[src/rtl/fold16_sig_acc.sv]
// Folded-beat signature accumulator: rotate-left-1 / XOR fold of N_BEATS beats
// (aa XOR byte-swapped bb), then a held result with an exp_sig compare flag.
module fold16_sig_acc #(
  parameter int N_BEATS = 8
) (
  input  logic        clk,
  input  logic        rst_n,
  input  logic        start,
  input  logic        in_valid,
  output logic        in_ready,
  input  logic [15:0] aa,
  input  logic [15:0] bb,
  input  logic [15:0] exp_sig,
  output logic        out_valid,
  input  logic        out_ready,
  output logic [15:0] sig,
  output logic        match,
  output logic [1:0]  o_dbg_state
);

  localparam int CNT_W = $clog2(N_BEATS + 1);
  localparam logic [CNT_W-1:0] LAST_CNT = CNT_W'(N_BEATS - 1);

  typedef enum logic [1:0] {
    S_IDLE = 2'd0,
    S_ACC  = 2'd1,
    S_DONE = 2'd2
  } state_t;

  state_t           r_state;
  logic [CNT_W-1:0] r_cnt;
  logic [15:0]      r_sig;
  logic             r_match;

  logic [15:0]      w_word;
  logic [15:0]      w_sig_next;
  logic             w_accept;
  logic             w_last;

  // Handshake: a beat transfers on a rising edge where in_valid && in_ready;
  // the result transfers on a rising edge where out_valid && out_ready.
  // Neither valid may depend on its ready; both readies/valids come from state only.
  assign w_word     = aa ^ {bb[7:0], bb[15:8]};
  assign w_sig_next = {r_sig[14:0], r_sig[15]} ^ w_word;
  assign w_accept   = (r_state == S_ACC) && in_valid;
  assign w_last     = (r_cnt == LAST_CNT);

  always_ff @(posedge clk or negedge rst_n) begin
    if (!rst_n) begin
      r_state <= S_IDLE;
      r_cnt   <= '0;
      r_sig   <= 16'h0000;
      r_match <= 1'b0;
    end else begin
      case (r_state)
        S_IDLE: begin
          if (start) begin
            r_sig   <= 16'h0000;
            r_cnt   <= '0;
            r_match <= 1'b0;
            r_state <= S_ACC;
          end
        end
        S_ACC: begin
          if (w_accept) begin
            r_sig <= w_sig_next;
            r_cnt <= r_cnt + CNT_W'(1);
            if (w_last) begin
              r_match <= (w_sig_next == exp_sig);
              r_state <= S_DONE;
            end
          end
        end
        S_DONE: begin
          // A start coinciding with the result handshake skips IDLE entirely.
          if (out_ready) begin
            if (start) begin
              r_sig   <= 16'h0000;
              r_cnt   <= '0;
              r_match <= 1'b0;
              r_state <= S_ACC;
            end else begin
              r_state <= S_IDLE;
            end
          end
        end
        default: begin
          r_state <= S_IDLE;
        end
      endcase
    end
  end

  assign in_ready    = (r_state == S_ACC);
  assign out_valid   = (r_state == S_DONE);
  assign sig         = r_sig;
  assign match       = r_match;
  assign o_dbg_state = r_state;

endmodule

[config.mk]
export PLATFORM = sky130hd
export DESIGN_NAME = fold16_sig_acc
export DESIGN_NICKNAME = d
export VERILOG_FILES = /design/src/rtl/fold16_sig_acc.sv
export SDC_FILE = /design/constraint.sdc
export NUM_CORES = 1
export LEC_CHECK = 0
export CAP_MARGIN = 40
export CELL_PAD_IN_SITES_DETAIL_PLACEMENT = 2
export CELL_PAD_IN_SITES_GLOBAL_PLACEMENT = 2
export CORE_MARGIN = 2
export CORE_UTILIZATION = 24
export CTS_CLUSTER_SIZE = 12
export DETAILED_ROUTE_END_ITERATION = 7
export PLACE_DENSITY = 0.8
export SETUP_SLACK_MARGIN = 0.5
export SYNTH_ARGS = -nofsm -noshare
export SYNTH_HDL_FRONTEND = slang
export SYNTH_SLANG_ARGS = --single-unit
[constraint.sdc]
create_clock -name clk -period 2.3 [get_ports clk]
set_clock_uncertainty 0.1 [all_clocks]
set_input_delay 0.46 -clock clk [delete_from_list [all_inputs] [get_ports clk]]
set_output_delay 0.46 -clock clk [all_outputs]
set_load 0.02 [all_outputs]
* After elaboration in Yosys (flattened, before gate mapping)
Index checks and enable logic that the tools add are counted.
Operators by class: add/subtract/negate cells 1, muxes and demuxes 19, bitwise logic cells 2, equal/unequal tests 8, reduce and logical (&&, ||, !) cells 6
Operators with widths (count):
- $mux W16 | 3
- $pmux W16 S3 | 1
- $xor A16 B16 Y16 | 2
- $eq A16 B16 Y1 | 1
- $mux W4 | 3
- $pmux W4 S3 | 1
- $mux W2 | 4
- $reduce_and A4 Y1 | 2
- $ne A2 B1 Y1 const B | 3
- $pmux W2 S3 | 1
- $mux W1 | 5
- $add A4 B1 Y4 const B | 1
- $eq A4 B3 Y1 const B | 1
- $pmux W1 S3 | 1
- $reduce_and A3 Y1 | 1
- $reduce_bool A3 Y1 | 1
- $eq A2 B1 Y1 const B | 1
- $eq A2 B2 Y1 const B | 1
- $logic_not A2 Y1 | 1
- $ne A2 B2 Y1 const B | 1
- $logic_and A1 B1 Y1 | 1
Word-level totals: register bits after elaboration 23, output and inout port bits 21, logic and storage cells 40

* Depth between registers and ports, before layout
Gate-level depths: netlist (run 1).
word-level depth 6, gate-level depth with buffers 6, mapped depth without buffers 6

* Worst setup path before layout (run 1)
No wires, ideal clock.
kind input-to-reg, start in bb[12], end reg r_match, in the netlist match, arrival time 1976 ps, slack 121 ps, stages 5, path buffers 0, library setup time 103 ps, cell sequence xnor2_1 xor2_1 a211o_1 or4_4 o41ai_2
Between the ends: word-level cells in the longest chain between the ends 6
Ends and longest elaborated chain:
- start: declaration | line 12 | input logic [15:0] bb,
- $xor A16 B16 Y16 | line 43 | assign w_word = aa ^ {bb[7:0], bb[15:8]};
- $xor A16 B16 Y16 | line 44 | assign w_sig_next = {r_sig[14:0], r_sig[15]} ^ w_word;
- $eq A16 B16 Y1 | line 69 | r_match <= (w_sig_next == exp_sig);
- $mux W1 | line 68 | if (w_last) begin
- $mux W1 | line 65 | if (w_accept) begin
- $pmux W1 S3 | line 55 | case (r_state)
- end signal: assignment | line 69
- end: declaration | line 33 | logic r_match;
Every way passes these cells. The select of a mux whose other input is x is not followed. A chain may end at the register's enable or synchronous reset.

* Worst setup path in the final report (run 1)
start reg r_cnt[1], end reg r_match, in the netlist match
Between the ends: word-level cells in the longest chain between the ends 3
Ends and longest elaborated chain:
- start: declaration | line 31 | logic [CNT_W-1:0] r_cnt;
- start signal: assignment | line 67 | r_cnt <= r_cnt + CNT_W'(1);
- $eq A4 B3 Y1 | line 46 | assign w_last = (r_cnt == LAST_CNT);
- $ne A2 B1 Y1 (no line)
- $reduce_and A4 Y1 (no line)
Every way passes these cells.

==> out/results.txt, run 1 <==
H-tree depth reported by CTS: 1
Syn nets: 217
Multiplexer share of the synthesized area: 0.00622
Die area: 0.00738 mm2
Final antenna diode count: 0
CTS root buffer: clkbuf_8
Async set or reset register ratio after synthesis: 1.00
CP Data Arrival Time: 2070 ps
Global-route usage over all layers: 0.183
Largest net degree at the start of global routing: 24
Iteration-0 DRC Markers: 65
Hpwl dp: 4790 um
Vias in the first global route: 1979
FF+latch area: 579 um2
Hold crit path type: primary input to async pin
Post-Layout Cell Count: 352
Post-Layout Inst Area: 0.00289 mm2
Starting Density: 0.251
Sw power: 1340 uW
Comb pwr share: 0.628
Fmax achieved: 500 MHz
Multi-input logic area: 0.00116 mm2
Max clock buf depth: 2
DP Area: 0.00264 mm2
Post-Synth XOR/XNOR Area: 0.298
Outcome: complete, no violations
CTS tree: done
Max Slew Vio Count: 0
Die Ht: 85.9 um
Pleak: 0.00134 uW
Crit path cell chain: ha_1 > nand2_1 > nor2_2 > nand4_1 > or4_4 > o41ai_4
Synth Area in Compound Gates: 0.178
RePlAce Congestion: 0.732
First-pass GRT wire length: 10500 um
Port buffer count: 73
CP endpoint kind: flip-flop
Worst-path clk slew: 90 ps
Simple-Gate Fraction of Synth Area: 0.132
Core Region: 0.00642 mm2
# DRC: 0
Nature of the critical path startpoint: flip-flop
Seq pwr share: 0.282
Register area share after synthesis: 0.357
Clk pwr share: 0.091
CTS buffer count: 3
Mapped cell area: 0.00161 mm2
Io pins: 74
WP data required: 2380 ps
Final setup violation count: 0
Width of the die: 85.9 um
Post-CTS Hold Buffers: 0
Ys flop type: dfrtp_1
Post-synthesis cell count: 163
Standard-cell rows: 29
Period utilization: 0.869
FF-to-FF Start: r_cnt[1]
Post-synth EDFFs: 0
Via count: 1748
Number of buffers and inverters on the critical path: 0
Worst Tran Pin Value: 363 ps
Share of post-route cells with drive strength above 1: 0.269
Critical path origin: r_cnt[1]
Aggregate global routing overflow: 0
PD cells: 1030 mW/mm2
Synth warn: 0
#FFs+latches synth: 23
Average size of a mapped cell: 9.88 um2
Routed vias/inst: 4.97
Initial antenna violation count: 0
Critical path destination: match
Sink Count: 23
Distinct cell type count after synthesis: 37
Switching share of power: 0.447
FF-to-FF path depth: 6
CP top delay family: simple AND/OR/NAND/NOR gates
Slew HR: 0.756
Routed Antenna Nets: 0
Layout overhead on the synthesized area: 79.4%
Maxcap violations: 0
Largest family of logic cells by synthesized area: XOR/XNOR gates
R2R Setup Slk: 300 ps
RR Endpoint: match
Worst Setup Path Type: flip-flop to flip-flop
Fillcell total: 685
Cell-internal power: 1650 uW
VDD IR-drop max: 0.343 mV
Slowest CP cell: or4_4
Tmin final: 2000 ps
First drt pass iteration count: 4
Worst path depth: 6
Unrepaired setup endpoints after global routing: true
Worst path max stage delay: 550 ps
Hold Vio Cnt, Final: 0
Routed Wire Length: 7090 um
Placed insts: 333
Clock latency at the later pin of the worst-skew pair: 270 ps
Nets: 330
Crit Path Max Fanout: 3
Avg WL per Cell: 20.1 um
Adder-cell share of the synthesized area: 0.00777
[layer usage]
layer	GRT usage	share of wire
met5	0	0
met4	0.0433	0.024
met3	0.0231	0.039
met2	0.324	0.52
met1	0.236	0.42
[cell usage in the layout (no fill, tap or decap), types with 2 or more instances in the layout]
master,n
buf_4,36
xor2_1,11
xnor3_1,2
buf_2,3
o21ai_0,10
inv_1,6
xnor2_1,23
dfrtp_2,3
clkdlybuf4s50_1,29
nand3_1,3
nand2b_1,2
a211o_1,2
dfrtp_1,20
nand4_1,3
a21oi_1,2
dlygate4sd2_1,38
o221ai_1,2
nor2_1,4
clkbuf_8,3
nand2_1,15
xor2_2,3
dlymetal6s2s_1,2
a22o_1,11
nor3_1,5
xnor2_2,9
[registers in the layout, summed over array words and instances (netlist names)]
name	flops
match	1
r_cnt	4
sig	16
o_dbg_state	2
[power groups by stage]
stage / combinational [uW] / clock [uW] / sequential [uW]
2_1_floorplan: 761 / 0 / 931
3_3_place_gp: 1670 / 0 / 804
3_5_place_dp: 1740 / 0 / 817
4_1_cts: 1730 / 267 / 816
5_1_grt: 2020 / 288 / 868
6_report: 1880 / 272 / 842
[worst register-to-register path, cell delays in order (launching register included)]
cell	delay [ps]
dfrtp_1	420
ha_1	240
nand2_1	80
nor2_2	140
nand4_1	150
or4_4	550
o41ai_4	220
[area by class of cell]
| type | instances | area share |
|---|---|---|
| flip-flops and latches | 23 | 0.201 |
| well taps | 77 | 0.0333 |
| repair buffers | 111 | 0.343 |
| multi-input cells | 131 | 0.400 |
| inverters | 6 | 0.00780 |
| clock buffers | 4 | 0.0156 |
[repair_timing]
| item | 4_1_cts | 5_1_grt |
|---|---|---|
| cloned | 0 | 1 |
| pin swaps | 14 | 9 |
| setup endpoints to repair | 22 | 10 |
| gates resized for setup | 68 | 12 |
| setup buffers | 8 | 6 |
[worst min path at each step]
| stage | start | end | cells after the start |
|---|---|---|---|
| after CTS | sig[1] | sig[1] | 2 |
| after floorplan | rst_n | match | 0 |
| after detailed placement | sig[1] | sig[1] | 2 |
| final | rst_n | r_cnt[0] | 2 |
| after global placement | sig[12] | sig[12] | 2 |
| after global routing | rst_n | sig[9] | 2 |
[kinds of logic (layout without fill, tap and decap cells)]
group	count (synthesis)	count (layout)
buf+inv	9	121
compound gates	38	38
simple gates	42	42
xor+xnor	49	49
fa+ha+maj	1	1
mux	1	1
flops	23	23
[stage by stage]
| stage | utilization | TNS (ps) | hold WS, ps | setup slack [ps] | total power, uW |
|---|---|---|---|---|---|
| CTS | 0.430 | 0 | 443 | 257 | 2810 |
| floorplan | - | 0 | 64.4 | 360 | 1690 |
| global route | 0.450 | 0 | 472 | 169 | 3180 |
| detailed placement | 0.411 | -252 | 428 | -252 | 2560 |
| finish | 0.450 | 0 | 446 | 302 | 2990 |
| global placement | 0.411 | -182 | 407 | -182 | 2470 |
[cells in the mapped netlist (2+ instances only)]
cell type   n  share of area
a22o_1     11          0.060
nor2b_1     2         0.0078
o21ai_0    11          0.034
a211o_1     2          0.011
xor2_1     13          0.071
xnor3_1     2          0.028
nor3b_1     2         0.0093
nand2_1    15          0.035
xnor2_2     2          0.020
nor3_1      5          0.016
a21oi_1     2         0.0062
xnor2_1    31           0.17
nand4_1     3          0.012
inv_1       6          0.014
nor2_1      5          0.012
dfrtp_1    23           0.36
o221ai_1    2          0.011
clkbuf_1    3         0.0070
nand3_1     3         0.0093
nand2b_1    3          0.012
Note: power is estimated with default switching activity, not from simulation.
==> run 2: changes to the inputs <==
Settings changed: CELL_PAD_IN_SITES_DETAIL_PLACEMENT 2 to unset, CELL_PAD_IN_SITES_GLOBAL_PLACEMENT 2 to unset, CORE_MARGIN 2 to 4, CORE_UTILIZATION 24 to 42.
==> run 2 against run 1 <==
Effect of this change: sequential share of layout area up 0.45 points; clock power down 4%; non-clock buffer count is 3 lower; cell count is 9.1% lower; die area down 34%; worst setup slack gained 46 ps; hold slack worse by 9.3 ps; sequential cell count unchanged; highest routed layer unchanged.
==> out/results.txt, run 2 (synthesis results as in run 1) <==
R2R Setup Slk: 360 ps
Comb pwr share: 0.629
VDD IR-drop max: 0.554 mV
WP data required: 2380 ps
Outcome: complete, no violations
Crit Path Max Fanout: 2
CTS tree: done
Critical path origin: aa[0]
Cell-internal power: 1640 uW
Worst Setup Path Type: primary input to flip-flop
Iteration-0 DRC Markers: 91
Routed Wire Length: 5290 um
Layout overhead on the synthesized area: 75.1%
PD cells: 1010 mW/mm2
Via count: 1702
Post-Layout Cell Count: 320
Hold crit path type: flip-flop to flip-flop
Slowest CP cell: or4_4
Hold path cells: 2
Setup ws final: 348 ps
Sink Count: 23
CTS root buffer: clkbuf_8
Hold Vio Cnt, Final: 0
CP endpoint kind: flip-flop
Seq pwr share: 0.278
Io pins: 74
CTS buffer count: 3
Die area: 0.00489 mm2
Share of post-route cells with drive strength above 1: 0.232
FF-to-FF Start: r_cnt[1]
Pleak: 0.00129 uW
Fmax achieved: 512 MHz
H-tree depth reported by CTS: 1
Hpwl dp: 3580 um
Clock latency at the later pin of the worst-skew pair: 270 ps
Worst Tran Pin Value: 332 ps
Placed insts: 299
Unrepaired setup endpoints after global routing: true
# DRC: 0
Largest net degree at the start of global routing: 24
Width of the die: 69.9 um
Max Slew Vio Count: 0
Worst path max stage delay: 560 ps
First-pass GRT wire length: 8160 um
Clk pwr share: 0.092
Die Ht: 69.9 um
Starting Density: 0.437
Vias in the first global route: 1683
Nature of the critical path startpoint: primary input
Hold EP: sig[9]
Switching share of power: 0.422
CP Data Arrival Time: 2030 ps
Sw power: 1200 uW
Final setup violation count: 0
Crit path cell chain: dlygate4sd2_1 > xnor2_2 > a2bb2oi_2 > nand4_1 > or4_4 > o41ai_2
Slew HR: 0.778
Maxcap violations: 0
Pre-CTS WS: -213 ps
First drt pass iteration count: 4
Number of buffers and inverters on the critical path: 1
FF-to-FF path depth: 6
Commonest non-fill, non-tap cell in the layout: dlygate4sd2_1
Worst-path clk slew: 80 ps
Max reg flops: 16
Hold path startpoint: sig[9]
RR Endpoint: match
CP top delay family: simple AND/OR/NAND/NOR gates
RePlAce Congestion: 0.760
Max clock buf depth: 2
Initial antenna violation count: 0
Aggregate global routing overflow: 0
Routed vias/inst: 5.32
Nets: 327
Port buffer count: 73
Routed Antenna Nets: 0
Standard-cell rows: 22
Period utilization: 0.849
Global-route usage over all layers: 0.209
Avg WL per Cell: 16.5 um
Core Region: 0.00369 mm2
Final antenna diode count: 0
Tmin final: 1950 ps
Most frequent cells in the layout: dlygate4sd2_1 (34), clkdlybuf4s50_1 (32), buf_4 (29)
-- run 2: cell types whose count changed in the layout (fill, tap and decap cells not counted), sizes merged --
cell and delta:
dlygate4sd2 -4, clkdlybuf4s15 +1, clkbuf +1, clkdlybuf4s50 +3, buf -4
-- run 2: power groups by stage --
stage / clock, uW / sequential (uW) / combinational (uW)
finish: 262 / 792 / 1790
floorplan: 0 / 931 / 761
CTS: 266 / 784 / 1690
detailed placement: 0 / 795 / 1610
global route: 288 / 818 / 1900
global placement: 0 / 783 / 1590
-- run 2: metal layers --
layer	global-route usage	vias up	wire length (um)
li1	-	797	-
met1	0.262	814	2190
met2	0.363	79	2620
met3	0.0475	12	382
met4	0.0468	0	89
met5	0	-	0
-- run 2: worst max-delay path by stage --
stage          slack (ps)    end  cells past startpoint
2_1_floorplan         360  match                      5
3_5_place_dp         -210  match                      6
6_report              350  match                      6
5_1_grt               270  match                      5
4_1_cts               240  match                      5
3_3_place_gp         -160  match                      6
-- run 2: cell type report --
cell class                      count  area [um2]
Multi-Input combinational cell    131        1110
Tap cell                           48        60.1
Sequential cell                    23         578
Clock buffer                        4        45.0
Timing Repair Buffer              108        1000
Fill cell                         266         870
Inverter                            6        22.5
-- run 2: timing repair --
item	in CTS	in global routing
gates cloned	2	0
hold buffers	0	0
buffers inserted	10	5
endpoints found under the setup margin	23	22
pin swaps	14	12
resized for setup	51	22
-- run 2: tightest hold or removal path, stage by stage, from the launching register on --
cell	delay [ps]
dfrtp_1	380
nand2_1	60
o21ai_0	60
-- run 2: through the flow --
| stage | hold WS [ps] | TNS, ps | util | total power, uW | cell area [um2] |
|---|---|---|---|---|---|
| 2_1_floorplan | 64.4 | 0 | - | 1690 | 1630 |
| 3_3_place_gp | 410 | -164 | 0.695 | 2370 | 2560 |
| 3_5_place_dp | 421 | -213 | 0.695 | 2410 | 2560 |
| 4_1_cts | 440 | 0 | 0.746 | 2740 | 2750 |
| 5_1_grt | 464 | 0 | 0.764 | 3010 | 2820 |
| 6_report | 436 | 0 | 0.764 | 2840 | 2820 |
==> run 3: changes to the inputs <==
Clock period 2.3 ns to 1.8 ns, I/O delays scaled along.
==> run 3 against run 2 <==
Effect of this change: the flow now finishes with violations (negative setup slack); via count increased by 15%; non-clock buffer count grew 34; register-to-register slack worse by 500 ps; critical endpoint unchanged; largest power group unchanged.
==> out/results.txt, run 3 (synthesis results as in run 1) <==
Period utilization: 1.11
Nets: 361
Tmin final: 1990 ps
Placed insts: 323
Crit Path Max Fanout: 3
Outcome: finished, violations left
Vias in the first global route: 1923
Hold crit path type: primary input to async pin
CP endpoint kind: flip-flop
Worst-path clk slew: 100 ps
Final setup violation count: 1
Maxcap violations: 0
Layout overhead on the synthesized area: 107%
Finished Core Util: 0.904
H-tree depth reported by CTS: 1
# DRC: 0
Aggregate global routing overflow: 0
Commonest non-fill, non-tap cell in the layout: buf_6
Initial antenna violation count: 0
Fillcell total: 136
CP Data Arrival Time: 2080 ps
Hpwl dp: 3680 um
Max reg flops: 16
VDD IR-drop max: 0.869 mV
Standard-cell rows: 22
Worst Setup Path Type: primary input to flip-flop
Io pins: 74
Die area: 0.00489 mm2
Setup ws final: -192 ps
Unrepaired setup endpoints after global routing: true
Fmax achieved: 502 MHz
Routed vias/inst: 5.52
Post-CTS Hold Buffers: 0
Worst Tran Pin Value: 482 ps
Sink Count: 23
Failing checks: negative setup slack
Max Slew Vio Count: 0
Die Ht: 69.9 um
Avg WL per Cell: 20.3 um
Core Region: 0.00369 mm2
Hold Vio Cnt, Final: 0
Routed Wire Length: 7190 um
CTS root buffer: clkbuf_8
Post-Layout Cell Count: 354
Largest net degree at the start of global routing: 24
First drt pass iteration count: 4
RePlAce Congestion: 0.849
PD cells: 1430 mW/mm2
Max clock buf depth: 2
Pleak: 0.00151 uW
Nature of the critical path startpoint: primary input
Iteration-0 DRC Markers: 172
CTS tree: done
Final antenna diode count: 0
Clock latency at the later pin of the worst-skew pair: 280 ps
First-pass GRT wire length: 9260 um
CTS buffer count: 3
WP data required: 1890 ps
Most frequent cells in the layout: buf_6 (42), buf_4 (41), clkdlybuf4s50_1 (39)
Port buffer count: 73
Starting Density: 0.437
Global-route usage over all layers: 0.238
Slew HR: 0.678
Share of post-route cells with drive strength above 1: 0.458
Width of the die: 69.9 um
Pwr Total: 4770 uW
Via count: 1953
Routed Antenna Nets: 0
-- run 3: cell types whose count changed in the layout (fill, tap and decap cells not counted), sizes merged --
| cell | delta |
|---|---|
| buf | +53 |
| clkbuf | -2 |
| clkdlybuf4s15 | -1 |
| clkdlybuf4s50 | +7 |
| clkinv | +1 |
| dlygate4sd2 | -23 |
| dlymetal6s2s | -1 |
-- run 3: per-layer routing --
layer | track usage | routed length (um) | vias to the layer above | part of all wire
met5 | 0 | 0 | - | 0
met4 | 0.0596 | 310 | 0 | 0.043
met3 | 0.0460 | 519 | 28 | 0.072
met2 | 0.441 | 3590 | 111 | 0.50
met1 | 0.278 | 2770 | 944 | 0.39
li1 | - | - | 870 | -
-- run 3: path summary, 6_finish.rpt --
kind / from / endpoint / slack, ps / cells after the start
max in group asynchronous: rst_n / sig[11] / 1000 / 2
min in group clk: sig[12] / sig[12] / 460 / 2
setup reg to reg: sig[7] / match / -140 / 5
hold / removal: rst_n / sig[1] / 330 / 2
hold reg to reg: sig[12] / sig[12] / 460 / 2
setup / recovery: aa[1] / match / -190 / 6
-- run 3: report_power, final --
part | leakage, uW | switching, uW | total (uW) | internal [uW]
Sequential | 0.000274 | 286 | 1030 | 747
Combinational | 0.00121 | 1510 | 3380 | 1860
Clock | 0.0000255 | 201 | 357 | 156
-- run 3: cell type report --
type	instances	area, um2	area share
clock inverters	1	5.00	0.00150
multi-input cells	131	1190	0.356
well taps	48	60.1	0.0180
clock buffers	3	41.3	0.0124
flip-flops and latches	23	583	0.175
repair buffers	142	1430	0.430
inverters	6	25.0	0.00750
-- run 3: what timing repair did --
item | in CTS | in global routing
pin swaps | 18 | 9
cloned | 1 | 1
gates resized for setup | 182 | 31
buffers inserted | 16 | 9
setup endpoints to repair | 44 | 44
-- run 3: through the flow --
| stage | hold slack (ps) | TNS [ps] | area, um2 | worst slack, ps |
|---|---|---|---|---|
| after global placement | 409 | -3620 | 2750 | -583 |
| after floorplan | -35.6 | -140 | 1660 | -140 |
| final | 331 | -192 | 3330 | -192 |
| after global routing | 353 | -263 | 3330 | -263 |
| after CTS | 361 | -137 | 3130 | -137 |
| after detailed placement | 425 | -4350 | 2750 | -632 |
-- run 3: worst max-delay path, stage by stage --
cell             delay, ps
clkdlybuf4s50_1        440
xnor2_2                300
nor3_1                 130
a2111oi_1              330
nand4_1                200
o41ai_2                320
